File: src/rtl/round_win_pkg.sv
// round_win_pkg
// Shared definitions for the Simon "round won" animation sequencer:
//   - anim_state_t : sequencer states (IDLE, CHASE, FLASH_ON, FLASH_OFF)
//   - SND_OFF / SND_CHORD : silent and victory-chord tone selects
//   - LAMPS_OFF / LAMPS_ALL : lamp patterns for idle/off and flash-on
//   - lamp_tone() : one-hot lamp/tone pattern for a chase step index
package round_win_pkg;

  typedef enum logic [1:0] {
    IDLE      = 2'd0,
    CHASE     = 2'd1,
    FLASH_ON  = 2'd2,
    FLASH_OFF = 2'd3
  } anim_state_t;

  localparam logic [3:0] SND_OFF   = 4'h0;
  localparam logic [3:0] SND_CHORD = 4'hF;
  localparam logic [3:0] LAMPS_OFF = 4'h0;
  localparam logic [3:0] LAMPS_ALL = 4'hF;

  // Lamp n and tone n share the same one-hot position, so one pattern
  // serves both the lamp bus and the sound select.
  function automatic logic [3:0] lamp_tone(input logic [1:0] step);
    logic [3:0] pattern;
    case (step)
      2'd0:    pattern = 4'b0001;
      2'd1:    pattern = 4'b0010;
      2'd2:    pattern = 4'b0100;
      2'd3:    pattern = 4'b1000;
      default: pattern = 4'b0001;
    endcase
    return pattern;
  endfunction

endpackage

File: src/rtl/anim_step_timer.sv
// anim_step_timer
// Down-counter that paces one animation step. It reloads to STEP_CYCLES-1
// on clear, decrements while enabled, and raises tick for the one cycle
// in which it sits at zero while enabled; on that edge it reloads, so
// consecutive enabled periods are each exactly STEP_CYCLES cycles long.
// Ports:
//   clk    - system clock, rising edge
//   reset  - synchronous, active-low
//   clear  - reload the counter (priority over enable)
//   enable - count this cycle
//   tick   - terminal count reached this cycle (combinational from count)
module anim_step_timer #(
  parameter int unsigned STEP_CYCLES = 25
) (
  input  logic clk,
  input  logic reset,
  input  logic clear,
  input  logic enable,
  output logic tick
);

  localparam int unsigned CW = $clog2(STEP_CYCLES) + 1;
  localparam logic [CW-1:0] RELOAD = CW'(STEP_CYCLES - 32'd1);

  logic [CW-1:0] count_r;

  // Step counter: reload on reset/clear/terminal count, else count down.
  always_ff @(posedge clk) begin
    if (!reset) begin
      count_r <= RELOAD;
    end else if (clear) begin
      count_r <= RELOAD;
    end else if (enable) begin
      if (count_r == CW'(0)) begin
        count_r <= RELOAD;
      end else begin
        count_r <= count_r - CW'(1);
      end
    end else begin
      count_r <= count_r;
    end
  end

  assign tick = enable && (count_r == CW'(0));

endmodule

File: src/rtl/round_win_animation.sv
// round_win_animation
// Output sequencer for the Simon "round won" animation. A pulse on next
// while idle starts a lamp chase (lamp1..lamp4, CHASE_LAPS times) followed
// by FLASH_COUNT all-on/all-off flash pairs, then the block returns to idle.
// Every step and flash half-period lasts STEP_CYCLES cycles.
// Ports:
//   clk           - system clock, rising edge
//   reset         - synchronous, active-low; forces idle and dark/silent
//   next          - start request, honoured only in idle
//   sound[3:0]    - tone select: one-hot lamp tone, 4'hF chord, 4'h0 silent
//   light1..4     - lamp drives
module round_win_animation
  import round_win_pkg::*;
#(
  parameter int unsigned STEP_CYCLES = 25,
  parameter int unsigned CHASE_LAPS  = 2,
  parameter int unsigned FLASH_COUNT = 3
) (
  input  logic       clk,
  input  logic       reset,
  input  logic       next,
  output logic [3:0] sound,
  output logic       light1,
  output logic       light2,
  output logic       light3,
  output logic       light4
);

  localparam int unsigned LW = $clog2(CHASE_LAPS) + 1;
  localparam int unsigned FW = $clog2(FLASH_COUNT) + 1;
  localparam logic [LW-1:0] LAP_LAST = LW'(CHASE_LAPS - 32'd1);
  // Guarded so FLASH_COUNT=0 does not produce a negative constant; the
  // flash states are unreachable in that configuration anyway.
  localparam int unsigned FLASH_LAST_I = (FLASH_COUNT > 32'd0) ? (FLASH_COUNT - 32'd1) : 32'd0;
  localparam logic [FW-1:0] FLASH_LAST = FW'(FLASH_LAST_I);

  anim_state_t   state_r, state_s;
  logic [1:0]    step_r, step_s;
  logic [LW-1:0] lap_r, lap_s;
  logic [FW-1:0] flash_r, flash_s;
  logic          tick_s;
  logic [3:0]    lamps_s, sound_s;
  logic [3:0]    lamps_r, sound_r;

  // The timer free-runs through CHASE and FLASH; each phase is a whole
  // number of STEP_CYCLES periods so its tick lines up with every phase end.
  anim_step_timer #(
    .STEP_CYCLES(STEP_CYCLES)
  ) u_step_timer (
    .clk   (clk),
    .reset (reset),
    .clear (state_r == IDLE),
    .enable(state_r != IDLE),
    .tick  (tick_s)
  );

  // Next-state and counter update logic.
  always_comb begin
    state_s = state_r;
    step_s  = step_r;
    lap_s   = lap_r;
    flash_s = flash_r;
    case (state_r)
      IDLE: begin
        if (next) begin
          state_s = CHASE;
          step_s  = 2'd0;
          lap_s   = LW'(0);
          flash_s = FW'(0);
        end else begin
          state_s = IDLE;
        end
      end
      CHASE: begin
        if (tick_s) begin
          if (step_r == 2'd3) begin
            step_s = 2'd0;
            if (lap_r == LAP_LAST) begin
              lap_s   = LW'(0);
              flash_s = FW'(0);
              if (FLASH_COUNT > 32'd0) begin
                state_s = FLASH_ON;
              end else begin
                state_s = IDLE;
              end
            end else begin
              lap_s = lap_r + LW'(1);
            end
          end else begin
            step_s = step_r + 2'd1;
          end
        end else begin
          state_s = CHASE;
        end
      end
      FLASH_ON: begin
        if (tick_s) begin
          state_s = FLASH_OFF;
        end else begin
          state_s = FLASH_ON;
        end
      end
      FLASH_OFF: begin
        if (tick_s) begin
          if (flash_r == FLASH_LAST) begin
            flash_s = FW'(0);
            state_s = IDLE;
          end else begin
            flash_s = flash_r + FW'(1);
            state_s = FLASH_ON;
          end
        end else begin
          state_s = FLASH_OFF;
        end
      end
      default: begin
        state_s = IDLE;
        step_s  = 2'd0;
        lap_s   = LW'(0);
        flash_s = FW'(0);
      end
    endcase
  end

  // Output decode from the upcoming state so registered outputs change on
  // the same edge as the state they represent.
  always_comb begin
    lamps_s = LAMPS_OFF;
    sound_s = SND_OFF;
    case (state_s)
      CHASE: begin
        lamps_s = lamp_tone(step_s);
        sound_s = lamp_tone(step_s);
      end
      FLASH_ON: begin
        lamps_s = LAMPS_ALL;
        sound_s = SND_CHORD;
      end
      IDLE, FLASH_OFF: begin
        lamps_s = LAMPS_OFF;
        sound_s = SND_OFF;
      end
      default: begin
        lamps_s = LAMPS_OFF;
        sound_s = SND_OFF;
      end
    endcase
  end

  // State, counter and output registers.
  always_ff @(posedge clk) begin
    if (!reset) begin
      state_r <= IDLE;
      step_r  <= 2'd0;
      lap_r   <= LW'(0);
      flash_r <= FW'(0);
      lamps_r <= LAMPS_OFF;
      sound_r <= SND_OFF;
    end else begin
      state_r <= state_s;
      step_r  <= step_s;
      lap_r   <= lap_s;
      flash_r <= flash_s;
      lamps_r <= lamps_s;
      sound_r <= sound_s;
    end
  end

  assign sound  = sound_r;
  assign light1 = lamps_r[0];
  assign light2 = lamps_r[1];
  assign light3 = lamps_r[2];
  assign light4 = lamps_r[3];

endmodule

File: config.mk
export PLATFORM = sky130hd
export DESIGN_NAME = round_win_animation
export DESIGN_NICKNAME = d
export VERILOG_FILES = /design/src/rtl/round_win_pkg.sv /design/src/rtl/anim_step_timer.sv /design/src/rtl/round_win_animation.sv
export SDC_FILE = /design/constraint.sdc
export NUM_CORES = 1
export LEC_CHECK = 0
export ABC_AREA = 1
export BUFFER_PORTS_ARGS = -buffer_cell sky130_fd_sc_hd__buf_4
export CORE_MARGIN = 1.5
export CORE_UTILIZATION = 60
export CTS_CLUSTER_SIZE = 24
export DETAILED_ROUTE_END_ITERATION = 10
export MAX_ROUTING_LAYER = met4
export PLACE_DENSITY_LB_ADDON = 0.08
export SYNTH_ARGS = -nofsm -noshare
export SYNTH_HDL_FRONTEND = slang
export SYNTH_SLANG_ARGS = --single-unit
File: constraint.sdc
create_clock -name clk -period 3.2 [get_ports clk]
set_input_delay 0.16 -clock clk [delete_from_list [all_inputs] [get_ports clk]]
set_output_delay 0.16 -clock clk [all_outputs]
set_load 0.03 [all_outputs]
**Word-level counts from Yosys, hierarchy flattened**

Index checks and enable logic that the tools add are counted.

- $add $sub $neg: 4
- Equal/unequal tests: 17
- Mux-type cells: 27
- Bitwise logic cells: 1
- Reduce and logical (&&, ||, !) cells: 12

Operator list:

| operator | number |
|---|---|
| $mux W2 | 12 |
| $mux W3 | 6 |
| $pmux W4 S4 | 1 |
| $eq A2 B2 Y1 const B | 7 |
| $pmux W4 S3 | 1 |
| $ne A2 B2 Y1 const B | 5 |
| $pmux W3 S3 | 1 |
| $eq A2 B1 Y1 const B | 4 |
| $pmux W2 S2 | 2 |
| $pmux W2 S4 | 1 |
| $logic_not A2 Y1 | 3 |
| $logic_not A6 Y1 | 1 |
| $mux W6 | 1 |
| $reduce_and A6 Y1 | 1 |
| $sub A6 B1 Y6 const B | 1 |
| $add A2 B1 Y2 const B | 2 |
| $reduce_and A4 Y1 | 1 |
| $reduce_bool A2 Y1 | 2 |
| $reduce_or A2 Y1 | 2 |
| $add A3 B1 Y3 const B | 1 |
| $eq A3 B2 Y1 const B | 1 |
| $reduce_bool A3 Y1 | 1 |
| $mux W1 | 2 |
| $logic_and A1 B1 Y1 | 1 |
| $not A1 Y1 | 1 |

- Bits in registers: 19
- Input port bits: 3
- Output and inout port bits: 8
- Logic and storage cells: 67

**Depth between registers and ports, before layout**

Gate-level depths: netlist of run 1.

- Depth in word-level cells: 8
- Depth in mapped cells: 10

**Cells and area by module**

Synthesis of run 1 repeated with hierarchy kept, for this count alone.

- Cells, all modules: 170
- Area total of the unflattened synthesis: 1181.1 µm²

Modules (own cells, without submodules):

| module | instances | cells an instance | area each (µm²) |
|---|---|---|---|
| round_win_animation | 1 | 123 | 830.8 |
| anim_step_timer | 1 | 47 | 350.3 |

**Least setup slack after synthesis of run 1**

OpenSTA, ideal clock, no wires.

- Kind: reg2reg
- From: register u_step_timer.count_r[0]
- To: register flash_r[0]
- Library setup time: 116 ps
- Arrival: 1150 ps
- Slack: 1934 ps
- Cell stages (with the launch flop): 8
- Buffers on the path: 0
- Cells stage by stage: dfxtp_1 > inv_1 > ha_1 > nand3_4 > a21oi_2 > nand2_2 > o21ai_0 > nor2_1

- Word-level cells in the longest chain between the ends: 4
- Elaborated cells between the ends (all ways): 5

RTL lines:

| element | RTL line | text |
|---|---|---|
| from (decl) | anim_step_timer.sv:25 | `logic [CW-1:0] count_r;` |
| from (signal assigned) | anim_step_timer.sv:37 | `count_r <= count_r - CW'(1);` |
| from (signal assigned) | anim_step_timer.sv:40 | `count_r <= count_r;` |
| $logic_not A6 Y1 * | anim_step_timer.sv:44 | `assign tick = enable && (count_r == CW'(0));` |
| $logic_and A1 B1 Y1 * | anim_step_timer.sv:44 |  |
| $ne A2 B2 Y1 (no line) | n/a |  |
| $reduce_and A6 Y1 (no line) * | n/a |  |
| to (signal assigned) | round_win_animation.sv:163 | `flash_r <= flash_s;` |
| to (decl) | round_win_animation.sv:40 | `logic [FW-1:0] flash_r, flash_s;` |

Mark *: on every way between the ends. The rest lies on a longest branch, timed or not.
A chain may end at the register's enable or synchronous reset.

**Worst setup path after layout of run 1**

- From: register u_step_timer.count_r[0]
- To: register sound_r[2], in the netlist sound[2]

- Word-level cells in the longest chain between the ends: 7
- Elaborated cells between the ends (all ways): 19

RTL lines:

| element | RTL line | text |
|---|---|---|
| $logic_not A6 Y1 * | anim_step_timer.sv:44 |  |
| $logic_and A1 B1 Y1 * | anim_step_timer.sv:44 |  |
| $mux W2 (tied with other cells) | round_win_animation.sv:75 | `if (tick_s) begin` |
| $pmux W2 S2 or $pmux W2 S4 (tied branches) | round_win_animation.sv:63 | `case (state_r)` |
| $eq A2 B2 Y1 (tied with other cells) | round_win_pkg.sv:25 | `case (step)` |
| $pmux W4 S4 or $reduce_or A2 Y1 (tied branches) | round_win_pkg.sv:25, round_win_animation.sv:130 |  |
| $pmux W4 S3 * | round_win_animation.sv:130 | `case (state_s)` |
| to (signal assigned) | round_win_animation.sv:165 | `sound_r <= sound_s;` |
| to (decl) | round_win_animation.sv:43 | `logic [3:0] lamps_r, sound_r;` |

Marked as above.

==> out/qor.csv, run 1 <==
metric,value,unit
grt_pass1_vias,717,
n_antenna_cell,0,
ir_drop,0.271,mV
crit_buf_inv,1,
critPathArrivalTime,1.60,ns
finalMaxSlewViolations,0,
holdWs,0.110,ns
synthCells,136,
finalSetupViolCount,0,
drt_iter0_drc,15,
power,0.419,mW
coreArea,0.00152,mm2
ys_ff_latch,19,
crit_type,register to register,
die_area,0.00191,mm2
final.setup.worst_slack,1.80,ns
place_congestion,0.793,
crit_fanout,9,
dpl_worst_slack,1.80,ns
path_cells,inv_1 -> ha_1 -> nand3_4 -> o21ai_0 -> a21oi_1 -> nand3_1 -> nand2_1,
grt_usage,0.222,
clock-sinks,19,
antenna_found_initial,0,
drt_wl_total,1.72,mm
place_inst,158,
grt_first_pass_wirelength,3.07,mm
min_path_type,input pin to register,
power.density,385,mW/mm2
placed_area,0.00106,mm2
critPathCaptureType,register,
ant_nets,0,
cp.depth,7,
tightest_slew,0.351,ns
critPathMaxStageDelay,0.32,ns
max_slew_margin,0.766,
fin_cells,162,
vias,814,
hold_violations,0,
cts_htree_levels,1,
p_leak,0.513,nW
syn_nets,142,
drcViolationCount,0,
grt_max_degree,11,
dpl.hpwl,1.37,mm
crit_slowest_cell,dfxtp_1,
cts-root-buf,clkbuf_4,
fin_util,0.713,
holdBufCountCts,0,
std_cell_rows,14,
yosysWarnings,0,
dr.pass1.iters,4,
worstPathRequired,3.39,ns
period_needed,1.40,ns
tritoncts,yes,
vias_per_cell,5.02,
cts_setup_buffers,0,
die_h,43.7,um
ys_seq_area_frac,0.382,
fill_cells,122,
rsz0062_at_grt,false,
fmax,712,MHz
cts_made_buffers,3,
whs_path_depth,3,
io_pins,11,
cts_resized,0,
cts_buffer_depth,2,
overflow,0,
crit_family,compound AO/OA/AOI/OAI gates,
outcome,completed,
fin_setup_tns,0,ns
ys_types,25,
drv_cap,0,
fin_skew,0.00238,ns
nets,153,
syn_avg_cell_area,7.31,um2
initial_core_util,0.653,
die_w,43.7,um
final_area,0.00109,mm2
finalCritPeriodShare,0.439,
reg2reg_depth,7,
wl_per_cell,10.6,um
insertion_delay,0.29,ns
synth_area,995,um2
port_buffers,10,
areaGrowthSynthToFinish,9.18,%
crit_path_start_kind,register,
clkSlewWorstSetupHoldPaths,0.10,ns
drive_above_1_share,0.240,
-- path summary, 6_finish.rpt --
kind,from,end,slack [ns]
min reg2reg,u_step_timer.count_r[0]$_SDFFE_PP0N_,u_step_timer.count_r[0]$_SDFFE_PP0N_,0.42
max,u_step_timer.count_r[0]$_SDFFE_PP0N_,sound[2]$_SDFF_PN0_,1.80
min,reset,flash_r[0]$_SDFFE_PN0P_,0.11
max reg2reg,u_step_timer.count_r[0]$_SDFFE_PP0N_,sound[2]$_SDFF_PN0_,1.80
-- registers in the layout, indices dropped and copies added (netlist names) --
register and flops:
flash_r 3, u_step_timer.count_r 6, state_r 2, sound 4, step_r 2, lap_r 2
-- cells in the final DEF (no fill, tap or decap), drive strengths merged, types with 3 or more instances in the layout --
| master | count |
|---|---|
| dfxtp | 19 |
| ha | 3 |
| nor3 | 3 |
| nand2 | 36 |
| buf | 10 |
| inv | 15 |
| xor2 | 3 |
| a21oi | 10 |
| clkbuf | 4 |
| nand3 | 8 |
| o21ai | 6 |
| nor2 | 23 |
-- synth_stat cells (all sizes together) --
| cell | count | area share |
|---|---|---|
| a21oi | 10 | 0.058 |
| a31oi | 2 | 0.013 |
| and2 | 1 | 0.0063 |
| buf | 4 | 0.030 |
| clkinv | 1 | 0.0050 |
| dfxtp | 19 | 0.38 |
| ha | 3 | 0.038 |
| inv | 15 | 0.057 |
| nand2 | 36 | 0.15 |
| nand3 | 8 | 0.058 |
| nand4 | 1 | 0.0063 |
| nor2 | 23 | 0.11 |
| nor3 | 3 | 0.020 |
| nor3b | 1 | 0.0075 |
| o21ai | 6 | 0.030 |
| xor2 | 3 | 0.026 |
-- logic make-up after synthesis --
logic type | after synthesis | share of synthesized area
AO/OA/AOI/OAI | 18 | 0.101
XOR/XNOR | 3 | 0.0264
adder cells (fa/ha/maj) | 3 | 0.0377
buffers and inverters | 20 | 0.0918
flip-flops | 19 | 0.382
AND/OR/NAND/NOR | 73 | 0.361
-- cell type report --
cell class | instances | area (um2) | area share
clock buffers | 4 | 26.3 | 0.0242
inverters | 16 | 61.3 | 0.0565
multi-input cells | 97 | 523 | 0.482
flip-flops and latches | 19 | 380 | 0.350
well taps | 16 | 20.0 | 0.0184
repair buffers | 10 | 75.1 | 0.0691
-- metal layers --
layer / GRT usage / wire, um
met2: 0.329 / 804
met4: 0.0909 / 28
met5: - / 0
met3: 0.0250 / 90
met1: 0.305 / 797
-- power breakdown --
part	internal, mW	switching [mW]
clock	0.0485	0.0707
sequential	0.243	0.00667
combinational	0.0175	0.0323
total	0.309	0.110
-- tightest hold or removal path, stage by stage --
cell	delay [ns]
buf_4	0.11
o21ai_0	0.06
nor2_1	0.04
Power figures use the tool's default switching activity.
==> run 2: changes to the inputs <==
--- a/config.mk
+++ b/config.mk
@@ -8,7 +8,7 @@
 export ABC_AREA = 1
 export BUFFER_PORTS_ARGS = -buffer_cell sky130_fd_sc_hd__buf_4
 export CORE_MARGIN = 1.5
-export CORE_UTILIZATION = 60
+export CORE_UTILIZATION = 56
 export CTS_CLUSTER_SIZE = 24
 export DETAILED_ROUTE_END_ITERATION = 10
 export MAX_ROUTING_LAYER = met4
==> constraint.sdc (replaced) <==
create_clock -name clk -period 1.5 [get_ports clk]
set_input_delay 0.075 -clock clk [delete_from_list [all_inputs] [get_ports clk]]
set_output_delay 0.075 -clock clk [all_outputs]
set_load 0.03 [all_outputs]
==> run 2 against run 1 <==
  * Count of clock-buffer cells in the layout fell by 1
  * Combinational power rose by 130%
  * Sequential power rose by 110%
  * Maximum frequency rose by 4.1%
  * Via count rose by 4.1%
==> out/qor.csv, run 2 (synthesis results as in run 1) <==
metric,value,unit,change
io_pins,11,,unchanged
insertion_delay,0.30,ns,about the same
worstPathRequired,1.69,ns,-1.70 ns
final_area,0.00111,mm2,+2.3%
period_needed,1.35,ns,-0.0554 ns
dpl.hpwl,1.37,mm,+0.18%
top_register,u_step_timer.count_r,,
finalMaxSlewViolations,0,,unchanged
mostFrequentLayoutCell,nand2_1,,
hold_violations,0,,unchanged
holdBufCountCts,0,,unchanged
coreArea,0.00169,mm2,+11%
outcome,completed,,
p_leak,0.519,nW,+1.0%
multi_input_area,546,um2,+4.3%
tritoncts,yes,,
cts_htree_levels,1,,unchanged
r2r_slack,0.15,ns,-1.64 ns
min_path_type,input pin to register,,
die_h,45.1,um,+3.3%
vias,847,,+4.1%
critPathCaptureType,register,,
ir_drop,0.543,mV,+100%
ant_nets,0,,unchanged
drv_cap,0,,unchanged
seqCellArea,380,um2,unchanged
cts_made_buffers,3,,unchanged
port_buffers,10,,unchanged
clkSlewWorstSetupHoldPaths,0.11,ns,about the same
die_w,45.1,um,+3.3%
finalSetupViolCount,0,,unchanged
largest_reg_flops,6,,unchanged
drcViolationCount,0,,unchanged
grt_usage,0.207,,-0.0146
critPathArrivalTime,1.54,ns,-0.06 ns
drt_wl_total,1.79,mm,+3.8%
overflow,0,,unchanged
drt_iter0_drc,10,,-5
rsz0062_at_grt,false,,
grt_first_pass_wirelength,3.01,mm,-2.0%
grt_max_degree,12,,+1
fin_skew,0.00560,ns,+0.00322 ns
cts_buffer_depth,2,,unchanged
power.density,811,mW/mm2,+110%
std_cell_rows,15,,+1
clock-sinks,19,,unchanged
fill_cells,145,,+19%
wl_per_cell,11.0,um,+3.1%
dr.pass1.iters,4,,unchanged
nets,153,,unchanged
fmax,741,MHz,+4.1%
crit_fanout,9,,unchanged
initial_core_util,0.589,,-0.0638
crit_type,register to register,,
drive_above_1_share,0.260,,+0.0205
die_area,0.00204,mm2,+6.6%
max_slew_margin,0.766,,about the same
placed_area,0.00106,mm2,+0.12%
place_congestion,0.838,,+5.6%
finalCritPeriodShare,0.899,,+0.460
grt_pass1_vias,740,,+3.2%
vias_per_cell,5.20,,+3.4%
antenna_found_initial,0,,unchanged
n_antenna_cell,0,,unchanged
areaGrowthSynthToFinish,11.7,%,
fin_setup_tns,0,ns,unchanged
tightest_slew,0.351,ns,-0.000100 ns
crit_path_start_kind,register,,
cts-root-buf,clkbuf_4,,
mostFrequentLayoutCells,"nand2_1 (31), dfxtp_1 (19), nor2_1 (15)",,
-- run 2: cell count changes in the layout (fill, tap and decap cells not counted), sizes merged --
cell / before / now
clkbuf: 4 / 3
clkinv: 1 / 2
-- run 2: power breakdown --
| part | internal, mW | switching (mW) | total (mW) |
|---|---|---|---|
| clock network | 0.0993 | 0.155 | 0.255 |
| registers | 0.518 | 0.0140 | 0.532 |
| logic | 0.0417 | 0.0723 | 0.114 |
-- run 2: worst max-delay path, cell delays in order, from the launching register on --
cell and delay, ns:
dfxtp_1 0.32, inv_1 0.11, ha_4 0.16, nand3_4 0.14, nor2_2 0.11, nand2_1 0.10, nand2_2 0.11, nor2_4 0.04
nand2_2 0.09, nand2_1 0.06
-- run 2: layer usage --
metal	vias up	wire, um	GRT usage
li1	453	-	-
met1	374	838	0.260
met2	15	874	0.334
met3	5	42	0.0240
met4	0	31	0.0882
met5	-	0	-
-- run 2: cell type report --
type                       instances  area share
clock inverter                     1     0.00450
sequential                        19       0.342
tap                               17      0.0191
multi-input combinational         97       0.491
clock buffer                       3      0.0203
inverter                          16      0.0552
timing repair buffer              10      0.0676
-- run 2: worst paths after layout --
path | start | to | depth (start not counted)
worst max-delay path | u_step_timer.count_r[0]$_SDFFE_PP0N_ | sound[3]$_SDFF_PN0_ | 9
worst min-delay path | reset | flash_r[0]$_SDFFE_PN0P_ | 3
worst max register to register | u_step_timer.count_r[0]$_SDFFE_PP0N_ | sound[3]$_SDFF_PN0_ | 9
worst min register to register | u_step_timer.count_r[0]$_SDFFE_PP0N_ | u_step_timer.count_r[0]$_SDFFE_PP0N_ | 1
-- run 2: repair_timing --
action / CTS / global route
setup endpoints to repair: 0 / 8
resized for setup: 0 / 4
hold endpoints to repair: 0 / 0
setup buffers: 0 / 0
-- run 2: per-stage QoR --
| stage | cells | utilization | power, mW | setup WS [ns] | hold WS, ns |
|---|---|---|---|---|---|
| floorplan | 136 | - | 0.626 | 0.234 | 0.211 |
| global placement | 159 | 0.628 | 0.649 | 0.156 | 0.333 |
| detailed placement | 159 | 0.628 | 0.651 | 0.120 | 0.344 |
| CTS | 163 | 0.644 | 0.904 | 0.0969 | 0.0284 |
| global route | 163 | 0.658 | 0.955 | 0.0248 | 0.0253 |
| finish | 163 | 0.658 | 0.901 | 0.151 | 0.0274 |
